==> src/rtl/mmio_pkg.sv <==
// Shared definitions for the memory-mapped UART/port block: register offsets,
// STATUS bit layout and the transmitter state encoding.
package mmio_pkg;

   localparam logic [1:0] OFF_TXDATA  = 2'd0;
   localparam logic [1:0] OFF_STATUS  = 2'd1;
   localparam logic [1:0] OFF_PORTIN  = 2'd2;
   localparam logic [1:0] OFF_PORTOUT = 2'd3;

   localparam int STAT_BUSY    = 0;
   localparam int STAT_FULL    = 1;
   localparam int STAT_EMPTY   = 2;
   localparam int STAT_OVF     = 3;
   localparam int STAT_CNT_LSB = 4;
   localparam int STAT_CNT_MSB = 7;

   typedef enum logic [1:0] {
      UART_IDLE  = 2'd0,
      UART_START = 2'd1,
      UART_DATA  = 2'd2,
      UART_STOP  = 2'd3
   } uart_state_e;

   function automatic logic [31:0] pack_status(input logic       busy,
                                               input logic       full,
                                               input logic       empty,
                                               input logic       ovf,
                                               input logic [3:0] cnt);
      logic [31:0] s;
      s = 32'h0000_0000;
      s[STAT_BUSY]                 = busy;
      s[STAT_FULL]                 = full;
      s[STAT_EMPTY]                = empty;
      s[STAT_OVF]                  = ovf;
      s[STAT_CNT_MSB:STAT_CNT_LSB] = cnt;
      return s;
   endfunction

endpackage

==> src/rtl/mmio_uart_port_uart_tx_engine.sv <==
// Byte-serial 8N1 transmitter: pulls bytes from the FIFO head and shifts them
// out LSB first; back-to-back frames chain straight from STOP into START.
module uart_tx_engine #(
   parameter int CLKS_PER_BIT = 16
) (
   input  logic       clk,
   input  logic       reset,
   input  logic       data_valid,
   input  logic [7:0] data,
   output logic       data_pop,
   output logic       Tx,
   output logic       active
);
   import mmio_pkg::*;

   localparam int BW = (CLKS_PER_BIT > 1) ? $clog2(CLKS_PER_BIT) : 1;
   localparam logic [BW-1:0] BAUD_LAST = BW'(CLKS_PER_BIT - 1);

   uart_state_e   state_q, state_d;
   logic [BW-1:0] baud_q, baud_d;
   logic [2:0]    bit_idx_q, bit_idx_d;
   logic [7:0]    shift_q, shift_d;
   logic          tx_q, tx_d;
   logic          pop_s;
   logic          baud_last_s;

   assign baud_last_s = (baud_q == BAUD_LAST);

   // State register and datapath flops
   always_ff @(posedge clk or negedge reset) begin
      if (!reset) begin
         state_q   <= UART_IDLE;
         baud_q    <= '0;
         bit_idx_q <= 3'd0;
         shift_q   <= 8'h00;
         tx_q      <= 1'b1;
      end else begin
         state_q   <= state_d;
         baud_q    <= baud_d;
         bit_idx_q <= bit_idx_d;
         shift_q   <= shift_d;
         tx_q      <= tx_d;
      end
   end

   // Next-state, bit sequencing and FIFO pop
   always_comb begin
      state_d   = state_q;
      bit_idx_d = bit_idx_q;
      shift_d   = shift_q;
      pop_s     = 1'b0;
      case (state_q)
         UART_IDLE: begin
            if (data_valid) begin
               pop_s     = 1'b1;
               shift_d   = data;
               bit_idx_d = 3'd0;
               state_d   = UART_START;
            end else begin
               state_d = UART_IDLE;
            end
         end
         UART_START: begin
            if (baud_last_s) begin
               state_d   = UART_DATA;
               bit_idx_d = 3'd0;
            end else begin
               state_d = UART_START;
            end
         end
         UART_DATA: begin
            if (baud_last_s) begin
               if (bit_idx_q == 3'd7) begin
                  state_d = UART_STOP;
               end else begin
                  bit_idx_d = bit_idx_q + 3'd1;
                  shift_d   = {1'b0, shift_q[7:1]};
               end
            end else begin
               state_d = UART_DATA;
            end
         end
         UART_STOP: begin
            if (baud_last_s) begin
               if (data_valid) begin
                  pop_s     = 1'b1;
                  shift_d   = data;
                  bit_idx_d = 3'd0;
                  state_d   = UART_START;
               end else begin
                  state_d = UART_IDLE;
               end
            end else begin
               state_d = UART_STOP;
            end
         end
         default: state_d = UART_IDLE;
      endcase

      // The baud counter restarts on every state change so each bit gets a full period
      if ((state_d != state_q) || (state_q == UART_IDLE) || baud_last_s) begin
         baud_d = '0;
      end else begin
         baud_d = baud_q + BW'(1);
      end
   end

   // Line level registered from the next state so Tx never glitches
   always_comb begin
      tx_d = 1'b1;
      case (state_d)
         UART_START: tx_d = 1'b0;
         UART_DATA:  tx_d = shift_d[0];
         UART_IDLE:  tx_d = 1'b1;
         UART_STOP:  tx_d = 1'b1;
         default:    tx_d = 1'b1;
      endcase
   end

   assign data_pop = pop_s;
   assign Tx       = tx_q;
   assign active   = (state_q != UART_IDLE);

endmodule

==> src/rtl/mmio_uart_port.sv <==
// Data-bus MMIO responder: 32-bit output port, synchronized 8-bit input port
// and a FIFO-fed UART transmitter in a 16-byte register window.
module mmio_uart_port #(
   parameter logic [31:0] BASE_ADDR    = 32'h1001_0000,
   parameter int          CLKS_PER_BIT = 16,
   parameter int          FIFO_DEPTH   = 4
) (
   input  logic        clk,
   input  logic        reset,
   input  logic [31:0] Address,
   input  logic [31:0] WriteData,
   input  logic        MemWrite,
   input  logic        MemRead,
   output logic [31:0] ReadData,
   input  logic [7:0]  PortIn,
   output logic [31:0] PortOut,
   output logic        Tx,
   output logic        TxBusy
);
   import mmio_pkg::*;

   localparam int AW = $clog2(FIFO_DEPTH);
   localparam int CW = AW + 1;

   logic [7:0]    mem_q [FIFO_DEPTH];
   logic [AW-1:0] wr_ptr_q, wr_ptr_d;
   logic [AW-1:0] rd_ptr_q, rd_ptr_d;
   logic [CW-1:0] count_q, count_d;
   logic          ovf_q, ovf_d;
   logic [31:0]   portout_q, portout_d;
   logic [7:0]    sync1_q, sync2_q;

   logic          sel_s, wr_en_s, push_s, pop_s, push_ok_s;
   logic          full_s, empty_s, ovf_clr_s, active_s, busy_s;
   logic [1:0]    off_s;
   logic [31:0]   status_s, rdata_s;
   logic          unused_addr_bits_s;

   assign sel_s     = (Address[31:4] == BASE_ADDR[31:4]);
   assign off_s     = Address[3:2];
   assign wr_en_s   = sel_s && MemWrite;
   assign push_s    = wr_en_s && (off_s == OFF_TXDATA);
   assign ovf_clr_s = wr_en_s && (off_s == OFF_STATUS) && WriteData[STAT_OVF];
   assign full_s    = (count_q == CW'(FIFO_DEPTH));
   assign empty_s   = (count_q == '0);
   // A full FIFO still accepts a push when the engine pops in the same cycle
   assign push_ok_s = push_s && (!full_s || pop_s);
   assign busy_s    = active_s || !empty_s;
   assign unused_addr_bits_s = ^Address[1:0];

   // FIFO, overflow flag, output port and input synchronizer flops
   always_ff @(posedge clk or negedge reset) begin
      if (!reset) begin
         wr_ptr_q  <= '0;
         rd_ptr_q  <= '0;
         count_q   <= '0;
         ovf_q     <= 1'b0;
         portout_q <= 32'h0000_0000;
         sync1_q   <= 8'h00;
         sync2_q   <= 8'h00;
         for (int i = 0; i < FIFO_DEPTH; i++) begin
            mem_q[i] <= 8'h00;
         end
      end else begin
         wr_ptr_q  <= wr_ptr_d;
         rd_ptr_q  <= rd_ptr_d;
         count_q   <= count_d;
         ovf_q     <= ovf_d;
         portout_q <= portout_d;
         sync1_q   <= PortIn;
         sync2_q   <= sync1_q;
         if (push_ok_s) begin
            mem_q[wr_ptr_q] <= WriteData[7:0];
         end
      end
   end

   // Next-state for FIFO bookkeeping and writable registers
   always_comb begin
      if (push_ok_s) begin
         wr_ptr_d = wr_ptr_q + AW'(1);
      end else begin
         wr_ptr_d = wr_ptr_q;
      end
      if (pop_s) begin
         rd_ptr_d = rd_ptr_q + AW'(1);
      end else begin
         rd_ptr_d = rd_ptr_q;
      end
      count_d = count_q + CW'(push_ok_s) - CW'(pop_s);
      if (push_s && !push_ok_s) begin
         ovf_d = 1'b1;
      end else if (ovf_clr_s) begin
         ovf_d = 1'b0;
      end else begin
         ovf_d = ovf_q;
      end
      if (wr_en_s && (off_s == OFF_PORTOUT)) begin
         portout_d = WriteData;
      end else begin
         portout_d = portout_q;
      end
   end

   assign status_s = pack_status(busy_s, full_s, empty_s, ovf_q, 4'(count_q));

   // Zero-latency load mux; unselected or non-load cycles return zero
   always_comb begin
      rdata_s = 32'h0000_0000;
      if (sel_s && MemRead) begin
         case (off_s)
            OFF_TXDATA:  rdata_s = 32'h0000_0000;
            OFF_STATUS:  rdata_s = status_s;
            OFF_PORTIN:  rdata_s = {24'h00_0000, sync2_q};
            OFF_PORTOUT: rdata_s = portout_q;
            default:     rdata_s = 32'h0000_0000;
         endcase
      end else begin
         rdata_s = 32'h0000_0000;
      end
   end

   uart_tx_engine #(
      .CLKS_PER_BIT(CLKS_PER_BIT)
   ) u_tx (
      .clk       (clk),
      .reset     (reset),
      .data_valid(!empty_s),
      .data      (mem_q[rd_ptr_q]),
      .data_pop  (pop_s),
      .Tx        (Tx),
      .active    (active_s)
   );

   assign ReadData = rdata_s;
   assign PortOut  = portout_q;
   assign TxBusy   = busy_s;

endmodule

==> config.mk <==
export PLATFORM = sky130hd
export DESIGN_NAME = mmio_uart_port
export DESIGN_NICKNAME = d
export VERILOG_FILES = /design/src/rtl/mmio_pkg.sv /design/src/rtl/mmio_uart_port_uart_tx_engine.sv /design/src/rtl/mmio_uart_port.sv
export SDC_FILE = /design/constraint.sdc
export NUM_CORES = 1
export LEC_CHECK = 0
export BUFFER_PORTS_ARGS = -buffer_cell sky130_fd_sc_hd__buf_2
export CAP_MARGIN = 20
export CORE_ASPECT_RATIO = 0.6
export CORE_MARGIN = 8
export CORE_UTILIZATION = 35
export CTS_CLUSTER_SIZE = 40
export DETAILED_ROUTE_END_ITERATION = 12
export GPL_ROUTABILITY_DRIVEN = 0
export GPL_TIMING_DRIVEN = 1
export PLACE_DENSITY_LB_ADDON = 0.2
export SYNTH_ARGS = -nofsm -noshare
export SYNTH_HDL_FRONTEND = slang
export SYNTH_SLANG_ARGS = --single-unit
==> constraint.sdc <==
create_clock -name clk -period 3.18 [get_ports clk]
set_input_delay 0.159 -clock clk [delete_from_list [all_inputs] [get_ports clk]]
set_output_delay 0.159 -clock clk [all_outputs]
set_load 0.05 [all_outputs]
==> results of run 1 <==
[metrics by stage]
stage	cell area [um^2]	hold slack [ns]	total power [mW]	setup slack (ns)
floorplan	5209	-0.1366	1.408	0.5069
global placement	6192	0.2665	1.500	0.5161
detailed placement	6192	0.2685	1.502	0.4731
CTS	6606	0.01762	2.702	0.4771
global route	6606	0.01107	2.772	0.2886
finish	6606	0.02732	2.666	0.4396
[metal layers]
layer	up-vias	share of wire	track usage
met5	-	0	0
met4	0	0.010	0.03146
met3	19	0.065	0.04966
met2	126	0.44	0.2123
met1	1850	0.48	0.1919
li1	1724	-	-
[registers in the layout, indices dropped and copies added, names as in the netlist]
signal / count
ovf_q: 1
u_tx.shift_q: 8
PortOut: 32
rd_ptr_q: 2
sync2_q: 8
u_tx.baud_q: 4
count_q: 3
wr_ptr_q: 2
u_tx.bit_idx_q: 3
mem_q: 32
u_tx.Tx: 1
u_tx.state_q: 2
sync1_q: 8
[cell families after synthesis]
kind of cell	count (synthesis)	share of synthesized area
multiplexers	85	0.2061
buffers and inverters	30	0.02450
adder cells (fa/ha/maj)	16	0.03988
XOR/XNOR	7	0.01177
flip-flops	106	0.5095
AO/OA/AOI/OAI	47	0.07014
AND/OR/NAND/NOR	92	0.1381
[final cells by class]
cell class | instances | area, um^2 | area share
multi-input combinational | 247 | 2434 | 0.3684
timing repair buffer | 161 | 898.4 | 0.1360
clock inverter | 7 | 98.84 | 0.01496
tap | 198 | 247.7 | 0.03750
clock buffer | 9 | 225.2 | 0.03409
sequential | 106 | 2654 | 0.4017
inverter | 13 | 48.80 | 0.007386
[worst max-delay path, delay by kind of cell (launching register included)]
family,cells,cell delay [ns]
multiplexers,1,0.24
adder cells (fa/ha/maj),3,0.82
flip-flops,1,0.37
XOR/XNOR,2,0.26
AND/OR/NAND/NOR,1,0.32
buffers and inverters,1,0.04
AO/OA/AOI/OAI,2,0.59
[worst paths after layout]
path	endpoint	slack [ns]	depth (start not counted)
worst max-delay path	count_q[2]	0.44	10
worst min-delay path	PortOut[8]	0.03	2
worst max register to register	count_q[2]	0.44	10
worst min register to register	sync2_q[4]	0.35	0
max in group asynchronous	mem_q[19]	1.98	3
min in group asynchronous	u_tx.baud_q[3]	0.44	2
[power breakdown]
part / leakage, nW / switching (mW) / internal (mW)
logic: 1.77 / 0.0677 / 0.0546
clock network: 0.157 / 0.604 / 0.580
registers: 1.44 / 0.00244 / 1.36
total: 3.36 / 0.674 / 1.99
[repair_timing]
item / CTS / global route
hold endpoints to repair: 69 / 0
hold buffers: 9 / 0
gates resized for setup: 0 / 0
setup endpoints to repair: 0 / 0
[layout by cell type, fill, tap and decap left out, drive strengths merged, types with 2 or more instances in the layout]
cell,Yosys,layout
clkinv,0,3
and3,4,4
ha,15,15
a21oi,5,5
o32ai,2,2
buf,9,152
mux4,8,8
nor4,9,9
nor3,6,6
nand2b,2,2
inv,13,17
mux2,74,74
and2,25,25
a311oi,2,2
a22oi,7,7
nand3,6,6
dlygate4sd3,0,9
o21ai,5,5
clkbuf,8,9
xor2,2,2
nand4,3,3
nor3b,3,3
nor4b,7,7
o21a,3,3
or3,5,5
dfrtp,105,105
xnor2,5,5
and4b,2,2
nand2,3,3
a22o,14,14
mux2i,3,3
nor2,14,14
==> impl_metrics.json, run 1 <==
{
  "row_count": 34,
  "die_x_um": 173.5,
  "wire_per_inst_um": 18.15,
  "cts_tree": "done",
  "tns_ns": 0,
  "critPathMaxStageDelay_ns": 0.37,
  "firstDrtPassIters": 4,
  "synth.most_common_cell": "dfrtp_1",
  "dp_hpwl_um": 10210,
  "critPathLaunchType": "register",
  "syn_inst": 383,
  "numCtsBuffers": 9,
  "fin_skew_ns": 0.01450,
  "outcome": "finished, final reports clean",
  "async_flop_share": 1.000,
  "yosys_warnings": 0,
  "setup.worst_path.class": "reg2reg",
  "yosys-top-cells-count": "105 x dfrtp_1, 65 x mux2_2, 25 x and2_1",
  "clock-sinks": 106,
  "grt_first_pass_wirelength_um": 21980,
  "synth_seq_cells": 106,
  "via_count": 3719,
  "synth_top_cell_by_area": "dfrtp_1",
  "hold_viol": 0,
  "cp_cell_sequence": "ha_1 -> a41oi_1 -> o21a_1 -> nor3_1 -> mux2_2 -> ha_1 -> inv_1 -> fa_1 -> xnor2_1 -> xnor2_1",
  "slowest_stage": "dfrtp_1",
  "cp.required_ns": 3.43,
  "ys.flop_type": "dfrtp_1",
  "ios": 142,
  "hold_path_class": "in2reg",
  "grtUsageTotal": 0.1411,
  "grt_overflow": 0,
  "yosysSeqAreaShare": 0.5095,
  "max-clock-path-buffers": 2,
  "crit_fanout": 8,
  "via_per_inst": 5.019,
  "maxSlewViolCount": 0,
  "p_leak_nw": 3.362,
  "synth-edff-count": 0,
  "routed_wl_um": 13450,
  "final_cells": 741,
  "slew_headroom": 0.4203,
  "first_iter_violations": 159,
  "syn_area_per_cell_um2": 13.60,
  "vdd.ir_drop.worst_mv": 0.2479,
  "first_global_vias": 4060,
  "cp.arrival_ns": 2.99,
  "rsz0062_at_grt": "false",
  "powerDensity_mw_per_mm2": 403.5,
  "drv_cap": 0,
  "die-area_mm2": 0.01917,
  "tightest_slew_ns": 0.8695,
  "diodes": 0,
  "insertion_delay_ns": 0.36,
  "dieHeight_um": 110.5,
  "drive_gt1_frac": 0.4899,
  "antenna_found_initial": 0,
  "fin_crit_sh": 0.8618,
  "grt_max_degree": 64,
  "layout_min_cycle_time_ns": 2.740,
  "portBuffers": 139,
  "synthTopCellsByArea": "dfrtp_1 50%, mux2_2 14%, ha_1 3.6%, mux4_2 3.5%, and2_1 3.0%",
  "nFillCells": 1358,
  "worstReg2RegStart": "u_tx.baud_q[0]",
  "holdCritStartpoint": "WriteData[8]",
  "syn_to_final_growth_pct": 26.83,
  "design.core.area_mm2": 0.01451,
  "worstSetupStartpoint": "u_tx.baud_q[0]",
  "initial_core_util": 0.3591,
  "ctsHtreeMaxLevel": 3,
  "endpoint_kind": "register",
  "drtAntennaViolNets": 0,
  "cts_root_buf": "clkbuf_16",
  "setup_viol": 0,
  "synthesis.area_mm2": 0.005209,
  "final_nets": 630,
  "cts_setup_buffers": 0,
  "synth_cell_types": 56,
  "syn-num-nets": 475,
  "dp.cells": 716,
  "yosysTopAreaCellShare": 0.5044,
  "drc": 0,
  "clkTransAtPathRegs_ns": 0.09,
  "max_freq_mhz": 364.9,
  "final_core_util": 0.4554
}
Note: power is estimated with default switching activity, not from simulation.
==> inputs of run 2 (changes only) <==
--- a/config.mk
+++ b/config.mk
@@ -9,12 +9,13 @@
 export CAP_MARGIN = 20
 export CORE_ASPECT_RATIO = 0.6
 export CORE_MARGIN = 8
-export CORE_UTILIZATION = 35
+export CORE_UTILIZATION = 53
 export CTS_CLUSTER_SIZE = 40
 export DETAILED_ROUTE_END_ITERATION = 12
 export GPL_ROUTABILITY_DRIVEN = 0
 export GPL_TIMING_DRIVEN = 1
-export PLACE_DENSITY_LB_ADDON = 0.2
+export PLACE_DENSITY_LB_ADDON = 0.15
+export SETUP_SLACK_MARGIN = 0.02
 export SYNTH_ARGS = -nofsm -noshare
 export SYNTH_HDL_FRONTEND = slang
 export SYNTH_SLANG_ARGS = --single-unit
==> run 2 against run 1 <==
Non-clock buffer count fell by 2. Sequential share of layout area rose by 0.70 points. Setup slack got worse by 0.098 ns. Clock skew decreased by 0.0045 ns. Count of clock-buffer cells in the layout is the same. Register-to-register slack got worse by 0.098 ns. Clock power down 8%. Highest routed layer unchanged.
==> impl_metrics.json, run 2 (synthesis results as in run 1) <==
{
  "outcome": "finished, final reports clean",
  "setup_viol": 0,
  "p_int_mw": 2.021,
  "portBuffers": 139,
  "max-clock-path-buffers": 2,
  "cts_root_buf": "clkbuf_16",
  "cp.arrival_ns": 3.07,
  "critPathLaunchType": "register",
  "holdCritStartpoint": "WriteData[31]",
  "firstDrtPassIters": 4,
  "p_comb_frac": 0.047,
  "cts_tree": "done",
  "ctsHtreeMaxLevel": 3,
  "drtAntennaViolNets": 0,
  "setup.worst_path.class": "reg2reg",
  "fin_crit_sh": 0.8925,
  "worstReg2RegStart": "u_tx.state_q[0]",
  "grt_overflow": 0,
  "final_cells": 676,
  "final_nets": 628,
  "tightest_slew_ns": 0.6502,
  "seqPwrFrac": 0.529,
  "design.core.area_mm2": 0.009704,
  "fin_skew_ns": 0.01001,
  "rsz0062_at_grt": "false",
  "place_ws_ns": 0.3795,
  "power_mw": 2.572,
  "via_count": 3665,
  "endpoint_kind": "register",
  "drc": 0,
  "hold_path_class": "in2reg",
  "cp.required_ns": 3.41,
  "die_x_um": 144.0,
  "clkPwrFrac": 0.424,
  "dp.cells": 651,
  "via_per_inst": 5.422,
  "routed_wl_um": 12310,
  "antenna_found_initial": 0,
  "swShare": 0.2144,
  "die-area_mm2": 0.01336,
  "rrSetupSlack_ns": 0.34,
  "tns_ns": 0,
  "dieHeight_um": 92.79,
  "worstSetupStartpoint": "u_tx.state_q[0]",
  "clock-sinks": 106,
  "placed_area_mm2": 0.006107,
  "grtUsageTotal": 0.1958,
  "vdd.ir_drop.worst_mv": 0.3210,
  "cts_setup_buffers": 0,
  "diodes": 0,
  "drive_gt1_frac": 0.4880,
  "timing.rr.end": "count_q[2]",
  "row_count": 28,
  "wire_per_inst_um": 18.21,
  "max_freq_mhz": 352.3,
  "drv_cap": 0,
  "reg2regPathDepth": 11,
  "layout_min_cycle_time_ns": 2.838,
  "p_leak_nw": 3.346,
  "layout_common_cells": "138 x buf_2, 105 x dfrtp_1, 65 x mux2_2, 25 x and2_1, 15 x ha_1",
  "whs_ns": 0.04325,
  "cts_hold_buf": 9,
  "final_cell_area_mm2": 0.006492,
  "clkTransAtPathRegs_ns": 0.07,
  "initial_core_util": 0.5367,
  "fin_ws_ns": 0.3419,
  "final_common_cell": "buf_2",
  "grt_max_degree": 60,
  "maxSlewViolCount": 0,
  "crit_fanout": 9,
  "first_global_vias": 3920,
  "grt_first_pass_wirelength_um": 20380,
  "switchingPower_uw": 551.4,
  "whs_endpoint": "PortOut[31]",
  "cts_resized": 0,
  "syn_to_final_growth_pct": 24.65,
  "powerDensity_mw_per_mm2": 396.2,
  "insertion_delay_ns": 0.34,
  "ios": 142,
  "dp_hpwl_um": 9139,
  "hold_depth": 2,
  "final_core_util": 0.6690,
  "first_iter_violations": 185,
  "numCtsBuffers": 9,
  "hold_viol": 0,
  "slew_headroom": 0.5636
}
## run 2: worst max-delay path by stage
stage                 endpoint  slack, ns  cells past startpoint
floorplan           count_q[2]       0.51                     13
global placement    count_q[2]       0.43                     11
detailed placement  count_q[2]       0.38                     11
CTS                 count_q[2]       0.34                     11
global route        count_q[2]       0.19                     11
finish              count_q[2]       0.34                     11
## run 2: layer usage
metal / wire length, um / GRT usage / vias to the layer above
met5: 0 / 0 / -
met1: 5727 / 0.2660 / 1852
met4: 75 / 0.04787 / 0
li1: - / - / 1713
met3: 667 / 0.06266 / 6
met2: 5839 / 0.2988 / 94
## run 2: worst max-delay path, stage by stage (launching register included)
cell     delay, ns
dfrtp_1       0.43
inv_1         0.16
ha_1          0.36
a41oi_1       0.16
o21a_1        0.26
nor3_1        0.32
mux2_2        0.24
ha_1          0.13
inv_1         0.05
fa_1          0.37
xnor2_1       0.14
xnor2_1       0.12
## run 2: layout make-up
cell class | count | area (um^2)
Clock inverter | 7 | 70.07
Tap cell | 135 | 168.9
Inverter | 13 | 48.80
Timing Repair Buffer | 159 | 883.3
Multi-Input combinational cell | 247 | 2442
Sequential cell | 106 | 2654
Fill cell | 728 | 3212
Clock buffer | 9 | 225.2
## run 2: power groups by stage
| stage | Sequential (mW) | Combinational (mW) | Clock [mW] |
|---|---|---|---|
| after floorplan | 1.39 | 0.0223 | 0 |
| after global placement | 1.39 | 0.111 | 0 |
| after detailed placement | 1.39 | 0.114 | 0 |
| after CTS | 1.36 | 0.123 | 1.13 |
| after global routing | 1.36 | 0.134 | 1.18 |
| final | 1.36 | 0.121 | 1.09 |
==> inputs of run 3 (changes only) <==
--- a/config.mk
+++ b/config.mk
@@ -9,7 +9,7 @@
 export CAP_MARGIN = 20
 export CORE_ASPECT_RATIO = 0.6
 export CORE_MARGIN = 8
-export CORE_UTILIZATION = 53
+export CORE_UTILIZATION = 45
 export CTS_CLUSTER_SIZE = 40
 export DETAILED_ROUTE_END_ITERATION = 12
 export GPL_ROUTABILITY_DRIVEN = 0
==> run 3 against run 2 <==
Design area increased by 0.31%. Critical path type unchanged. Die area increased by 15%. Wire length is 3.9% higher. Sequential share of layout area fell by 0.13 points. Utilization shrank 9.3 points.
==> impl_metrics.json, run 3 (synthesis results as in run 1) <==
{
  "clkPwrFrac": 0.436,
  "cp.arrival_ns": 3.11,
  "ios": 142,
  "clock-sinks": 106,
  "cts_root_buf": "clkbuf_16",
  "p_comb_frac": 0.046,
  "nFillCells": 938,
  "initial_core_util": 0.4610,
  "placed_area_mm2": 0.006115,
  "via_count": 3660,
  "layout_min_cycle_time_ns": 2.886,
  "tns_ns": 0,
  "drtAntennaViolNets": 0,
  "grt_first_pass_wirelength_um": 20740,
  "final_cells": 699,
  "row_count": 30,
  "wire_per_inst_um": 18.30,
  "slew_headroom": 0.5022,
  "fin_crit_sh": 0.9074,
  "endpoint_kind": "register",
  "hold_viol": 0,
  "place_ws_ns": 0.3424,
  "insertion_delay_ns": 0.34,
  "outcome": "finished, final reports clean",
  "numCtsBuffers": 9,
  "swShare": 0.2240,
  "dieHeight_um": 99.34,
  "drv_cap": 0,
  "firstDrtPassIters": 5,
  "max_freq_mhz": 346.6,
  "maxSlewViolCount": 0,
  "switchingPower_uw": 588.0,
  "setup.worst_path.class": "reg2reg",
  "powerDensity_mw_per_mm2": 403.0,
  "vdd.ir_drop.worst_mv": 0.2679,
  "clkTransAtPathRegs_ns": 0.08,
  "final_nets": 626,
  "tightest_slew_ns": 0.7417,
  "max-clock-path-buffers": 2,
  "die-area_mm2": 0.01539,
  "dp.cells": 674,
  "grt_max_degree": 107,
  "die_x_um": 154.9,
  "drive_gt1_frac": 0.4861,
  "dp_hpwl_um": 9603,
  "first_iter_violations": 208,
  "rsz0062_at_grt": "false",
  "grt_overflow": 0,
  "design.core.area_mm2": 0.01130,
  "layout_common_cells": "138 x buf_2, 105 x dfrtp_1, 65 x mux2_2, 25 x and2_1, 15 x ha_1",
  "antenna_found_initial": 0,
  "crit_fanout": 9,
  "via_per_inst": 5.236,
  "setup_viol": 0,
  "grtUsageTotal": 0.1684,
  "syn_to_final_growth_pct": 25.03,
  "routed_wl_um": 12790,
  "first_global_vias": 3906,
  "cp.required_ns": 3.40,
  "diodes": 0,
  "p_int_mw": 2.037,
  "cts_tree": "done",
  "cts_resized": 0,
  "critPathLaunchType": "register",
  "p_leak_nw": 3.327,
  "drc": 0,
  "final_common_cell": "buf_2",
  "fin_ws_ns": 0.2945,
  "ctsHtreeMaxLevel": 3,
  "final_cell_area_mm2": 0.006513,
  "portBuffers": 139,
  "hold_path_class": "in2reg",
  "seqPwrFrac": 0.518,
  "fin_skew_ns": 0.004876
}
[run 3: changes by cell type in the layout (fill, tap and decap cells not counted), moves of 2 or more]
cell / change
buf_4: -2
clkinv_4: -2
clkinv_2: -3
inv_6: +3
[run 3: final timing paths]
check,slack [ns],startpoint,end,depth (start not counted)
min,0.04,WriteData[12],PortOut[12],2
min in group asynchronous,0.38,reset,u_tx.baud_q[2],3
min reg2reg,0.35,sync1_q[3],sync2_q[3],0
max in group asynchronous,2.31,reset,sync1_q[2],3
max reg2reg,0.29,u_tx.state_q[1],count_q[2],11
max,0.29,u_tx.state_q[1],count_q[2],11
[run 3: worst max-delay path, stage by stage, from the launching register on]
cell and delay (ns):
dfrtp_1 0.44, inv_1 0.15, ha_1 0.36, a41oi_1 0.13
o21a_1 0.24, nor3_1 0.37, mux2_2 0.25, ha_1 0.14
inv_1 0.05, fa_1 0.37, xnor2_1 0.14, xnor2_1 0.13
[run 3: power by group through the flow]
| stage | registers [mW] | logic [mW] | clock network [mW] |
|---|---|---|---|
| final | 1.36 | 0.122 | 1.14 |
| after CTS | 1.36 | 0.124 | 1.18 |
| after detailed placement | 1.39 | 0.115 | 0 |
| after floorplan | 1.39 | 0.0223 | 0 |
| after global routing | 1.36 | 0.134 | 1.24 |
| after global placement | 1.39 | 0.113 | 0 |
[run 3: per-layer routing]
layer,up-vias,GRT usage,share of wire
li1,1711,-,-
met2,122,0.2472,0.44
met5,-,0,0
met4,0,0.02697,0.0036
met1,1821,0.2431,0.48
met3,6,0.05065,0.070
[run 3: what timing repair did]
action	4_1_cts	5_1_grt
endpoints found under the hold margin	113	0
setup endpoints to repair	0	0
setup buffers	0	0
hold buffers	9	0
[run 3: cell type report]
class,count,area [um^2],share of cell area
repair buffers,157,868.3,0.1333
well taps,160,200.2,0.03074
clock inverters,7,82.58,0.01268
inverters,13,48.80,0.007493
clock buffers,9,225.2,0.03458
multi-input cells,247,2434,0.3737
flip-flops and latches,106,2654,0.4075
[run 3: stage by stage]
| step | utilization | total power [mW] | hold slack [ns] |
|---|---|---|---|
| 3_5_place_dp | 0.5412 | 1.502 | 0.2683 |
| 3_3_place_gp | 0.5412 | 1.498 | 0.2673 |
| 4_1_cts | 0.5764 | 2.661 | 0.03137 |
| 6_report | 0.5764 | 2.625 | 0.04281 |
| 2_1_floorplan | - | 1.408 | -0.1366 |
| 5_1_grt | 0.5764 | 2.732 | 0.03216 |
